File: src/rtl/meta_count_reader.sv
// meta_count_reader: reader side of the metastability detector's Counts/ready/re
// handshake. Collects 2**LOG2_SAMPLES count words, reduces them to sum/min/max/mean,
// and presents one record on a valid/ack handshake. A watchdog aborts a run when
// the detector stalls, either never raising ready or never dropping it.
//
// Handshakes:
//   detector side: det_ready=1 means a word is pending on det_counts; the reader
//     answers with a one-cycle det_re pulse (CAPTURE), then waits for det_ready=0
//     before it looks for the next word.
//   result side: res_valid rises in DONE and holds, with res_* stable, until a
//     cycle with res_ack=1; res_valid falls the next cycle. res_* then hold
//     until the next start.
module meta_count_reader #(
    parameter int LOG2_SAMPLES = 4,
    parameter int CNT_W        = 16,
    parameter int TIMEOUT      = 65535
) (
    input  logic                          clk,
    input  logic                          reset,
    input  logic                          start,
    input  logic [CNT_W-1:0]              det_counts,
    input  logic                          det_ready,
    output logic                          det_re,
    output logic                          busy,
    output logic                          res_valid,
    input  logic                          res_ack,
    output logic [CNT_W+LOG2_SAMPLES-1:0] res_sum,
    output logic [CNT_W-1:0]              res_min,
    output logic [CNT_W-1:0]              res_max,
    output logic [CNT_W-1:0]              res_mean,
    output logic [LOG2_SAMPLES:0]         res_n,
    output logic                          res_timeout,
    output logic [2:0]                    dbg_state
);

    localparam int SUM_W = CNT_W + LOG2_SAMPLES;
    localparam int N_W   = LOG2_SAMPLES + 1;
    // Watchdog only has to count up to TIMEOUT-1.
    localparam int WD_W  = (TIMEOUT < 2) ? 1 : $clog2(TIMEOUT);
    localparam logic [WD_W-1:0] WD_LAST = WD_W'(TIMEOUT - 1);

    typedef enum logic [2:0] {
        S_IDLE     = 3'd0,
        S_WAIT_RDY = 3'd1,
        S_CAPTURE  = 3'd2,
        S_RELEASE  = 3'd3,
        S_DONE     = 3'd4
    } state_t;

    state_t            r_state;
    state_t            w_next_state;
    logic              w_clear;
    logic              w_capture;
    logic              w_wd_clr;
    logic              w_wd_inc;
    logic              w_abort;
    logic [WD_W-1:0]   r_wd;
    logic [SUM_W-1:0]  r_sum;
    logic [CNT_W-1:0]  r_min;
    logic [CNT_W-1:0]  r_max;
    logic [N_W-1:0]    r_n;
    logic              r_timeout;
    logic              r_det_re;
    logic              r_busy;
    logic              r_valid;

    // State register; flags are registered from the next state so they are glitch-free.
    always_ff @(posedge clk or negedge reset) begin
        if (!reset) begin
            r_state  <= S_IDLE;
            r_det_re <= 1'b0;
            r_busy   <= 1'b0;
            r_valid  <= 1'b0;
        end else begin
            r_state  <= w_next_state;
            r_det_re <= (w_next_state == S_CAPTURE);
            r_busy   <= (w_next_state != S_IDLE);
            r_valid  <= (w_next_state == S_DONE);
        end
    end

    // Next-state and datapath control decode.
    always_comb begin
        w_next_state = r_state;
        w_clear      = 1'b0;
        w_capture    = 1'b0;
        w_wd_clr     = 1'b0;
        w_wd_inc     = 1'b0;
        w_abort      = 1'b0;
        case (r_state)
            S_IDLE: begin
                if (start) begin
                    w_clear      = 1'b1;
                    w_next_state = S_WAIT_RDY;
                end
            end
            S_WAIT_RDY: begin
                if (det_ready) begin
                    w_wd_clr     = 1'b1;
                    w_next_state = S_CAPTURE;
                end else if (r_wd == WD_LAST) begin
                    w_wd_clr     = 1'b1;
                    w_abort      = 1'b1;
                    w_next_state = S_DONE;
                end else begin
                    w_wd_inc     = 1'b1;
                end
            end
            S_CAPTURE: begin
                w_capture    = 1'b1;
                w_next_state = S_RELEASE;
            end
            S_RELEASE: begin
                if (!det_ready) begin
                    w_wd_clr     = 1'b1;
                    // r_n never exceeds 2**LOG2_SAMPLES, so its MSB alone marks a full run.
                    w_next_state = r_n[LOG2_SAMPLES] ? S_DONE : S_WAIT_RDY;
                end else if (r_wd == WD_LAST) begin
                    w_wd_clr     = 1'b1;
                    w_abort      = 1'b1;
                    w_next_state = S_DONE;
                end else begin
                    w_wd_inc     = 1'b1;
                end
            end
            S_DONE: begin
                if (res_ack) begin
                    w_next_state = S_IDLE;
                end
            end
            default: begin
                w_next_state = S_IDLE;
            end
        endcase
    end

    // Accumulators, watchdog and abort flag.
    always_ff @(posedge clk or negedge reset) begin
        if (!reset) begin
            r_sum     <= '0;
            r_min     <= '1;
            r_max     <= '0;
            r_n       <= '0;
            r_timeout <= 1'b0;
            r_wd      <= '0;
        end else begin
            if (w_clear) begin
                r_sum     <= '0;
                r_min     <= '1;
                r_max     <= '0;
                r_n       <= '0;
                r_timeout <= 1'b0;
            end
            if (w_capture) begin
                r_sum <= r_sum + SUM_W'(det_counts);
                r_n   <= r_n + N_W'(1);
                if (det_counts < r_min) begin
                    r_min <= det_counts;
                end
                if (det_counts > r_max) begin
                    r_max <= det_counts;
                end
            end
            if (w_abort) begin
                r_timeout <= 1'b1;
            end
            if (w_clear || w_wd_clr) begin
                r_wd <= '0;
            end else if (w_wd_inc) begin
                r_wd <= r_wd + WD_W'(1);
            end
        end
    end

    assign det_re      = r_det_re;
    assign busy        = r_busy;
    assign res_valid   = r_valid;
    assign res_sum     = r_sum;
    assign res_min     = r_min;
    assign res_max     = r_max;
    assign res_mean    = CNT_W'(r_sum >> LOG2_SAMPLES);
    assign res_n       = r_n;
    assign res_timeout = r_timeout;
    assign dbg_state   = r_state;

endmodule

File: config.mk
export PLATFORM = sky130hd
export DESIGN_NAME = meta_count_reader
export DESIGN_NICKNAME = d
export VERILOG_FILES = /design/src/rtl/meta_count_reader.sv
export SDC_FILE = /design/constraint.sdc
export NUM_CORES = 1
export LEC_CHECK = 0
export ABC_AREA = 1
export CAP_MARGIN = 20
export CORE_MARGIN = 2
export CORE_UTILIZATION = 55
export CTS_BUF_LIST = sky130_fd_sc_hd__clkbuf_4
export DETAILED_ROUTE_END_ITERATION = 12
export PLACE_DENSITY = 0.83
export SLEW_MARGIN = 30
export SYNTH_ARGS = -nofsm -noshare
export SYNTH_HDL_FRONTEND = slang
export SYNTH_SLANG_ARGS = --single-unit
File: constraint.sdc
create_clock -name clk -period 2.71 [get_ports clk]
set_input_delay 0.6775 -clock clk [delete_from_list [all_inputs] [get_ports clk]]
set_output_delay 0.6775 -clock clk [all_outputs]
set_load 0.005 [all_outputs]
; Word level (Yosys, flattened, before mapping)
; Index checks and enable logic that the tools add are counted.
[classes]
n_eq_ne = 7
n_reduce_logical = 6
n_lt_le_gt_ge = 2
n_mux = 35
addsub = 3
[ops]
columns = cell, n
row1 = $mux W16, 8
row2 = $mux W20, 2
row3 = $add A20 B16 Y20, 1
row4 = $mux W3, 6
row5 = $add A16 B1 Y16 const B, 1
row6 = $eq A16 B16 Y1 const B, 1
row7 = $gt A16 B16 Y1, 1
row8 = $lt A16 B16 Y1, 1
row9 = $pmux W3 S5, 1
row10 = $mux W1, 13
row11 = $mux W5, 2
row12 = $eq A3 B2 Y1 const B, 3
row13 = $eq A3 B3 Y1 const B, 2
row14 = $pmux W1 S2, 3
row15 = $reduce_bool A2 Y1, 3
row16 = $add A5 B1 Y5 const B, 1
row17 = $eq A3 B1 Y1 const B, 1
row18 = $logic_not A3 Y1, 1
row19 = $reduce_bool A3 Y1, 1
row20 = $logic_or A1 B1 Y1, 1
[word_totals]
ff_bits = 80
out_inout_bits = 80
elab_cells = 63
inputBits = 21

; Logic depth before layout (Yosys ltp)
; Gate-level depths: netlist of run 1.
[depth]
word_depth = 6
depth_mapped = 15
ltp_nobuf = 14

; Worst setup path before layout of run 1
; OpenSTA, ideal clock, no wires.
[synth_timing]
path_type = input port to flip-flop
start = in det_counts[0]
end = reg r_sum[16], in the netlist res_sum[16]
cell_stages = 12
t_required_ns = 2.597
setup_time_ns = 0.113
arrival_time_ns = 2.051
setup_slack_ns = 0.546
path_buffers = 0
path_cell_list = ha_1 fa_1 nand2_1 nand2_1 o21ai_0 o21ai_0 nand3b_1 nand2_1 nand2_1 nand2_1 nand2_1 inv_1
[synth_via]
elab_chain_cells = 2
[synth_lines]
columns = element, line_no
row1 = from (decl), 21  ; input logic [CNT_W-1:0] det_counts,
row2 = $add A20 B16 Y20, 155  ; r_sum <= r_sum + SUM_W'(det_counts);
row3 = $mux W20, 154  ; if (w_capture) begin
row4 = to (signal assigned), 155
row5 = to (decl), 58  ; logic [SUM_W-1:0] r_sum;
; No other way between the ends.
; A chain may end at the register's enable or synchronous reset.

; Final worst setup path of run 1
[layout_timing]
start = in det_counts[2]
end = reg r_sum[7], in the netlist res_sum[7]
; The elaborated chain is that of the path after synthesis.

==> impl_metrics.py, run 1 <==
metrics = {
    "logic_synthesis": {
        "async_flop_share_pct": 100.0,
        "ys.flop_type": "dfrtp_1",
        "synth_edf_count": 0,
        "synthCells": 781,
        "ys_seq_area_share_pct": 35.66,
        "synth_area_um2": 5670,
        "syn_nets": 853,
        "ys_warn_count": 0,
        "yosys_register_bits": 80,
        "synth_cell_types": 42,
        "syn_avg_cell_area_um2": 7.260,
    },
    "route": {
        "antenna_left": 0,
        "drc": 0,
        "first_pass_iters": 5,
        "viasPerCell": 5.363,
        "drt-initial-drc-count": 302,
        "wl_mm": 15.78,
        "vias": 5636,
        "drt-wirelength-per-cell_um": 15.01,
    },
    "power_and_ir_drop": {
        "max-vdd-ir-drop_mv": 0.4398,
        "leakage_nw": 3.620,
        "power_mw": 6.952,
        "pwr_density_cell_nw_per_um2": 972.2,
    },
    "worst_hold_path": {
        "min_path_type": "input pin to asynchronous set/reset pin",
    },
    "cells_and_area": {
        "layout-drive-gt1-share_pct": 11.82,
        "stdcell_area_um2": 7151,
        "n_fill_cell": 844,
        "multi_input_area_um2": 3136,
        "area_growth_pct": 26.10,
        "nets": 981,
        "seq_area_um2": 2022,
    },
    "global_routing": {
        "grt_overflow": 0,
        "grt_pass1_wl_mm": 26.14,
        "antenna_found_initial": 1,
        "grt_max_degree": 43,
        "gr-usage-all-layers_pct": 29.50,
        "grt_pass1_vias": 5537,
    },
    "sta": {
        "finalHoldViolCount": 0,
        "rsz0062_at_grt": "false",
        "worst_slack_ns": 0.2635,
        "tightest_slew_ns": 0.6136,
        "fin_crit_sh_pct": 90.28,
        "whs_ns": 0.1925,
        "drv_slew": 0,
        "tns_ns": 0,
        "slew_headroom_pct": 59.05,
        "min_period_ns": 2.446,
        "timing.fmax_ghz": 0.4088,
        "setup_viol": 0,
        "skew_ns": 0.02716,
    },
    "placement": {
        "gp_congestion": 0.9037,
        "post-place-ws_ns": -0.1358,
        "numPortBuffers": 100,
        "hpwl_mm": 11.91,
        "postPlaceCellArea_um2": 7015,
    },
    "cts": {
        "cts-hold-fix-buffers": 0,
        "cts_tree": "yes",
        "clk_latency_ns": 0.48,
        "clock-sinks": 80,
        "clockBufferDepth": 2,
        "h-tree-depth": 3,
        "cts.clk_slew.worst_paths_ns": 0.15,
        "postCtsSetupBuffers": 0,
        "cts_buffers": 9,
        "cts-root-buf": "clkbuf_4",
        "postCtsResizedCells": 0,
    },
    "floorplanning": {
        "die-area_um2": 11140,
        "core_um2": 10180,
        "rows": 37,
        "die_y_um": 105.5,
        "start_util_pct": 55.68,
        "io_pins": 101,
        "die_w_um": 105.5,
    },
    "setup_path": {
        "worstPathRequired_ns": 3.05,
        "critPathArrivalTime_ns": 2.78,
        "cp-startpoint": "det_counts[2]",
        "crit_path_max_fanout": 4,
        "cp-start-kind": "input pin",
        "crit_type": "input pin to register",
        "cp-end-kind": "register",
        "reg2reg_from": "res_sum[2]",
    },
    "outcome": {
        "status": "finished, final reports clean",
    },
    "flow_run": {
        "cap_violations": 0,
    },
}
==> stage by stage <==
step           utilization (%)  std cells
4_1_cts                  70.18       1050
3_5_place_dp             68.88       1034
5_1_grt                  70.21       1051
2_1_floorplan                -        781
3_3_place_gp             68.88       1034
6_report                 70.21       1051
==> report_power, final <==
part / switching (mW) / total, mW / internal (mW)
Combinational: 2.26 / 4.17 / 1.91
Clock: 0.449 / 0.743 / 0.295
Sequential: 0.353 / 2.03 / 1.68
Total: 3.07 / 6.95 / 3.89
==> critical path, cell delays in order <==
cell             delay [ns]
clkdlybuf4s50_1        0.48
ha_1                   0.36
buf_4                  0.15
a21oi_1                0.19
o21ai_0                0.15
buf_4                  0.17
nand2_1                0.05
nand2_1                0.09
o21ai_0                0.36
nand2_1                0.10
==> cell usage after synthesis, drive strengths merged, types with 2 or more instances <==
master | number | area share, %
nand3b | 7 | 0.93
nand3 | 69 | 6.6
nand4 | 6 | 0.66
buf | 22 | 2.9
dfstp | 16 | 7.4
nor2 | 82 | 6.0
dfrtp | 64 | 28
xor2 | 6 | 0.93
nor3 | 13 | 1.3
a22o | 2 | 0.31
ha | 50 | 11
nand2 | 251 | 17
inv | 83 | 5.6
clkbuf | 9 | 0.60
nor4 | 3 | 0.33
xnor2 | 2 | 0.31
a21oi | 41 | 3.6
o21ai | 38 | 3.5
a211oi | 2 | 0.49
a32o | 3 | 0.53
o21a | 2 | 0.26
a21o | 2 | 0.26
or2 | 4 | 0.44
==> state kept, by name, indices dropped and copies added, names as in the netlist <==
name,count
res_timeout,1
res_max,16
busy,1
det_re,1
res_min,16
r_wd,16
res_valid,1
res_sum,20
res_n,5
dbg_state,3
==> cells by family after synthesis <==
group,Yosys count,share of synthesized area (%)
AND/OR/NAND/NOR,436,33.34
AO/OA/AOI/OAI,92,9.334
buffers and inverters,114,9.047
XOR/XNOR,8,1.236
flip-flops,80,35.66
adder cells (fa/ha/maj),51,11.39
==> path summary, 6_finish.rpt <==
check / end / slack [ns] / depth (start not counted)
setup / recovery: res_sum[7] / 0.26 / 10
max in group asynchronous: res_min[0] / 1.85 / 2
min in group clk: res_n[3] / 0.52 / 1
hold / removal: res_sum[2] / 0.19 / 1
setup reg to reg: res_sum[7] / 0.50 / 9
hold reg to reg: res_n[3] / 0.52 / 1
==> routing by layer <==
| metal | vias up | part of all wire, % | global-route usage [%] |
|---|---|---|---|
| li1 | 2778 | - | - |
| met1 | 2617 | 44 | 37.71 |
| met2 | 205 | 48 | 49.86 |
| met3 | 36 | 6.2 | 5.071 |
| met4 | 0 | 2.4 | 11.47 |
| met5 | - | 0 | 0 |
==> cells in the final DEF (no fill, tap or decap), drive strengths merged, types with 7 or more instances in the layout <==
cell             n
nand3           69
inv             83
nand2          251
nor3            13
o21ai           38
clkdlybuf4s50   99
a21oi           41
buf             49
dfrtp           64
nor2            82
dfstp           16
nand3b           7
clkbuf          11
ha              50
==> final cells by class <==
cell class / count / area share (%)
Timing Repair Buffer: 148 / 19.18
Clock buffer: 11 / 1.155
Antenna cell: 1 / 0.03500
Multi-Input combinational cell: 587 / 43.85
Tap cell: 136 / 2.380
Sequential cell: 80 / 28.28
Clock inverter: 5 / 0.6999
Inverter: 83 / 4.427
No activity file was read; power rests on OpenSTA's default activity.
==> inputs of run 2 (changes only) <==
--- a/config.mk
+++ b/config.mk
@@ -8,10 +8,10 @@
 export ABC_AREA = 1
 export CAP_MARGIN = 20
 export CORE_MARGIN = 2
-export CORE_UTILIZATION = 55
-export CTS_BUF_LIST = sky130_fd_sc_hd__clkbuf_4
+export CORE_UTILIZATION = 54
+export CTS_CLUSTER_DIAMETER = 80
 export DETAILED_ROUTE_END_ITERATION = 12
-export PLACE_DENSITY = 0.83
+export PLACE_DENSITY = 0.82
 export SLEW_MARGIN = 30
 export SYNTH_ARGS = -nofsm -noshare
 export SYNTH_HDL_FRONTEND = slang
==> constraint.sdc (replaced) <==
create_clock -name clk -period 2.8 [get_ports clk]
set_input_delay 0.7 -clock clk [delete_from_list [all_inputs] [get_ports clk]]
set_output_delay 0.7 -clock clk [all_outputs]
set_load 0.005 [all_outputs]
==> run 2 against run 1 <==
Clock skew is 0.021 ns lower. Worst hold slack better by 0.11 ns. Count of clock-buffer cells in the layout is 1 higher. Critical path type unchanged. Largest power group unchanged.
==> impl_metrics.py, run 2 (synthesis results as in run 1) <==
metrics = {
    "outcome": {
        "status": "finished, final reports clean",
    },
    "placement": {
        "numPortBuffers": 100,
        "hpwl_mm": 11.93,
        "dp.cells": 1021,
        "gp_congestion": 0.9087,
    },
    "sta": {
        "tightest_slew_ns": 0.5958,
        "fin_crit_sh_pct": 91.56,
        "finalHoldViolCount": 0,
        "slew_headroom_pct": 60.24,
        "min_period_ns": 2.564,
        "skew_ns": 0.005796,
        "whs_ns": 0.3035,
        "rsz0062_at_grt": "false",
        "timing.fmax_ghz": 0.3901,
        "setup_viol": 0,
        "drv_slew": 0,
    },
    "setup_path": {
        "reg2reg_slack_ns": 0.67,
        "r2r_end": "res_sum[16]",
        "timing.critical_path.cells": "clkdlybuf4s50_1 > ha_1 > fa_1 > nand2_1 > nand2_1 > o21ai_0 > o21ai_0 > nand3b_1 > nand2_1 > nand2_1 > nand2_1 > nand2_1 > inv_1",
        "cp_top_family": "adder cells",
        "worstPathRequired_ns": 3.07,
        "cp_slowest_cell": "clkdlybuf4s50_1",
        "reg2regPathDepth": 12,
        "crit_buf_inv": 2,
        "reg2reg_from": "res_sum[0]",
        "cp-start-kind": "input pin",
        "critical_path_depth": 13,
        "endpoint": "res_sum[16]",
        "cp-startpoint": "det_counts[0]",
        "critPathArrivalTime_ns": 2.83,
        "cpPeakStageDelay_ns": 0.47,
        "cpMostUsedCell": "nand2_1",
        "cp-end-kind": "register",
        "crit_path_max_fanout": 4,
        "crit_type": "input pin to register",
    },
    "floorplanning": {
        "rows": 37,
        "die_y_um": 106.5,
        "die_w_um": 106.5,
        "start_util_pct": 55.17,
        "io_pins": 101,
        "die-area_um2": 11340,
        "core_um2": 10280,
    },
    "cells_and_area": {
        "utilization_pct": 69.56,
        "layout-drive-gt1-share_pct": 10.65,
        "layout_commonest_cell": "nand2_1",
        "area_growth_pct": 26.08,
        "nets": 968,
        "instances_no_fill": 1037,
        "largest_register_ffs": 20,
        "layout_common_cells": "nand2_1 (246), clkdlybuf4s50_1 (99), nor2_1 (78)",
        "diodes": 0,
    },
    "route": {
        "antenna_left": 0,
        "vias": 5634,
        "wl_mm": 15.61,
        "drc": 0,
        "drt-initial-drc-count": 262,
        "viasPerCell": 5.433,
        "drt-wirelength-per-cell_um": 15.06,
        "first_pass_iters": 5,
    },
    "cts": {
        "clock-sinks": 80,
        "postCtsResizedCells": 0,
        "postCtsSetupBuffers": 0,
        "cts_buffers": 9,
        "clockBufferDepth": 2,
        "cts_tree": "yes",
        "clk_latency_ns": 0.37,
        "h-tree-depth": 3,
        "cts-hold-fix-buffers": 0,
        "cts-root-buf": "clkbuf_8",
        "cts.clk_slew.worst_paths_ns": 0.08,
    },
    "global_routing": {
        "grt_overflow": 0,
        "antenna_found_initial": 0,
        "grt_max_degree": 40,
        "grt_pass1_wl_mm": 26.15,
        "grt_pass1_vias": 5594,
        "gr-usage-all-layers_pct": 28.91,
    },
    "worst_hold_path": {
        "min_path_type": "input pin to asynchronous set/reset pin",
    },
    "flow_run": {
        "cap_violations": 0,
    },
    "power_and_ir_drop": {
        "pwr_density_cell_nw_per_um2": 972.4,
        "leakage_nw": 3.599,
        "max-vdd-ir-drop_mv": 0.4761,
    },
}
run 2: how the worst min path moves through the flow:
stage / start / end / slack, ns / cells past startpoint
global route: reset / res_sum[12] / 0.34 / 1
global placement: res_n[3] / res_n[3] / 0.49 / 1
CTS: reset / res_sum[12] / 0.32 / 1
floorplan: reset / busy / 0.40 / 0
finish: reset / res_sum[13] / 0.30 / 1
detailed placement: res_n[3] / res_n[3] / 0.49 / 1
run 2: report_power, final:
part	internal (mW)	total [mW]	switching [mW]
sequential	1.63	1.97	0.338
combinational	1.79	3.98	2.19
clock	0.555	1.00	0.448
run 2: per-layer routing:
layer  global-route usage, %  vias to the layer above  wire [um]
met5                       0                        -          0
met2                   48.26                      197       7618
met4                   12.62                        0        415
met3                   5.028                       35       1074
li1                        -                     2754          -
met1                   36.88                     2648       6505
run 2: through the flow:
stage / area, um2 / setup WS, ns / setup TNS [ns] / total power, mW
finish: 7149 / 0.2365 / 0 / 6.952
global route: 7149 / 0.03983 / 0 / 7.523
CTS: 7149 / 0.2396 / 0 / 6.948
detailed placement: 6918 / -0.1471 / -0.4500 / 5.922
global placement: 6918 / -0.09778 / -0.1448 / 5.774
floorplan: 5670 / 0.6138 / 0 / 4.277
run 2: final cells by class:
class | count | area, um2
clock inverter | 4 | 76.32
sequential | 80 | 2022
multi-input combinational | 587 | 3136
tap | 136 | 170.2
timing repair buffer | 135 | 1274
fill | 879 | 3128
clock buffer | 12 | 155.1
inverter | 83 | 316.6
==> inputs of run 3 (changes only) <==
--- a/config.mk
+++ b/config.mk
@@ -6,12 +6,16 @@
 export NUM_CORES = 1
 export LEC_CHECK = 0
 export ABC_AREA = 1
+export ABC_CLOCK_PERIOD_IN_PS = 2800
 export CAP_MARGIN = 20
+export CELL_PAD_IN_SITES_DETAIL_PLACEMENT = 0
+export CELL_PAD_IN_SITES_GLOBAL_PLACEMENT = 1
+export CORE_ASPECT_RATIO = 0.5
 export CORE_MARGIN = 2
-export CORE_UTILIZATION = 54
+export CORE_UTILIZATION = 39
 export CTS_CLUSTER_DIAMETER = 80
 export DETAILED_ROUTE_END_ITERATION = 12
-export PLACE_DENSITY = 0.82
+export PLACE_DENSITY_LB_ADDON = 0.1
 export SLEW_MARGIN = 30
 export SYNTH_ARGS = -nofsm -noshare
 export SYNTH_HDL_FRONTEND = slang
==> run 3 against run 2 <==
Sequential share of layout area decreased by 0.66 points. Critical path type unchanged. Maximum frequency increased by 1.8%. Cell area increased by 2.4%. Setup slack improved by 0.045 ns. Core utilization decreased by 19 points. Highest routed layer unchanged. Cell count increased by 6.6%.
==> impl_metrics.py, run 3 (synthesis results as in run 1) <==
metrics = {
    "cts": {
        "cts_tree": "yes",
        "clockBufferDepth": 2,
        "postCtsSetupBuffers": 0,
        "cts-root-buf": "clkbuf_16",
        "cts-hold-fix-buffers": 0,
        "cts.clk_slew.worst_paths_ns": 0.07,
        "clock-sinks": 80,
        "postCtsResizedCells": 0,
        "clk_latency_ns": 0.35,
        "cts_buffers": 9,
        "h-tree-depth": 3,
    },
    "cells_and_area": {
        "nets": 974,
        "layout-drive-gt1-share_pct": 11.36,
        "area_growth_pct": 29.10,
        "diodes": 0,
        "utilization_pct": 51.01,
        "largest_register_ffs": 20,
        "stdcell_area_um2": 7321,
        "layout_common_cells": "nand2_1 (246), clkdlybuf4s50_1 (99), nor2_1 (78)",
        "layout_commonest_cell": "nand2_1",
    },
    "route": {
        "vias": 5337,
        "wl_mm": 15.71,
        "first_pass_iters": 5,
        "drt-wirelength-per-cell_um": 14.22,
        "drt-initial-drc-count": 289,
        "drc": 0,
        "antenna_left": 0,
        "viasPerCell": 4.830,
    },
    "setup_path": {
        "crit_type": "input pin to register",
        "cp-end-kind": "register",
        "crit_path_max_fanout": 4,
        "reg2regPathDepth": 12,
        "timing.critical_path.cells": "clkdlybuf4s50_1 > ha_1 > fa_1 > nand2_1 > nand2_1 > o21ai_0 > o21ai_0 > nand3b_1 > nand2_1 > nand2_1 > nand2_1 > nand2_1 > inv_1",
        "critPathArrivalTime_ns": 2.77,
        "crit_buf_inv": 2,
        "worstPathRequired_ns": 3.05,
        "cp_top_family": "adder cells",
        "cpPeakStageDelay_ns": 0.44,
        "cp_slowest_cell": "clkdlybuf4s50_1",
        "critical_path_depth": 13,
        "cp-start-kind": "input pin",
        "cpMostUsedCell": "nand2_1",
    },
    "power_and_ir_drop": {
        "pwr_density_cell_nw_per_um2": 964.1,
        "leakage_nw": 3.646,
        "p_sw_mw": 2.994,
        "max-vdd-ir-drop_mv": 0.3225,
        "internal_power_mw": 4.064,
        "combPwrFrac_pct": 56.2,
        "p_sw_share_pct": 42.42,
        "power_frac_seq_pct": 27.7,
        "clock_power_share_pct": 16.1,
    },
    "placement": {
        "gp_congestion": 0.8915,
        "hpwl_mm": 11.91,
        "post-place-ws_ns": -0.07021,
        "numPortBuffers": 100,
        "postPlaceCellArea_um2": 7041,
    },
    "floorplanning": {
        "die-area_um2": 15580,
        "die_y_um": 89.27,
        "rows": 31,
        "start_util_pct": 39.51,
        "core_um2": 14350,
        "die_w_um": 174.5,
        "io_pins": 101,
    },
    "flow_run": {
        "cap_violations": 0,
    },
    "sta": {
        "drv_slew": 0,
        "finalHoldViolCount": 0,
        "skew_ns": 0.008761,
        "tightest_slew_ns": 0.6286,
        "min_period_ns": 2.519,
        "tns_ns": 0,
        "fin_crit_sh_pct": 89.96,
        "worst_slack_ns": 0.2811,
        "timing.fmax_ghz": 0.3970,
        "slew_headroom_pct": 58.05,
        "rsz0062_at_grt": "false",
        "setup_viol": 0,
    },
    "global_routing": {
        "grt_overflow": 0,
        "grt_max_degree": 68,
        "grt_pass1_vias": 5223,
        "antenna_found_initial": 0,
        "gr-usage-all-layers_pct": 21.13,
        "grt_pass1_wl_mm": 25.84,
    },
    "worst_hold_path": {
        "min_path_type": "input pin to asynchronous set/reset pin",
    },
    "outcome": {
        "status": "finished, final reports clean",
    },
}
==> run 3: area by class of cell <==
cell class	count	area, um2
tap	198	247.7
sequential	80	2022
inverter	83	316.6
clock buffer	9	225.2
timing repair buffer	141	1319
fill	1413	7030
clock inverter	7	55.05
multi-input combinational	587	3136
==> run 3: power by group through the flow <==
stage,logic [mW],registers [mW],clock network (mW)
floorplan,2.34,1.94,0
global placement,3.96,1.98,0
detailed placement,3.99,1.98,0
CTS,4.02,1.97,1.17
global route,4.50,2.01,1.23
finish,3.96,1.95,1.14
==> run 3: path summary, 6_finish.rpt <==
| path | startpoint | endpoint | slack (ns) |
|---|---|---|---|
| min in group clk | res_timeout | res_timeout | 0.51 |
| worst max register to register | res_sum[0] | res_sum[16] | 0.71 |
| worst min register to register | res_timeout | res_timeout | 0.51 |
| worst max-delay path | det_counts[0] | res_sum[16] | 0.28 |
| max in group asynchronous | reset | res_min[1] | 1.94 |
| worst min-delay path | reset | r_wd[9] | 0.20 |
==> run 3: layer usage <==
metal | global-route usage (%) | up-vias | part of all wire, %
met5 | 0 | - | 0
met4 | 4.621 | 0 | 1.0
met3 | 4.252 | 13 | 3.3
met2 | 36.40 | 94 | 46
met1 | 28.01 | 2466 | 49
li1 | - | 2764 | -
==> run 3: stage by stage <==
stage               power [mW]  hold slack [ns]  instances
finish                   7.058           0.1967       1105
global route             7.746           0.1894       1105
CTS                      7.160           0.1973       1105
detailed placement       5.970           0.5004       1089
global placement         5.940           0.4904       1089
floorplan                4.277           0.4044        781
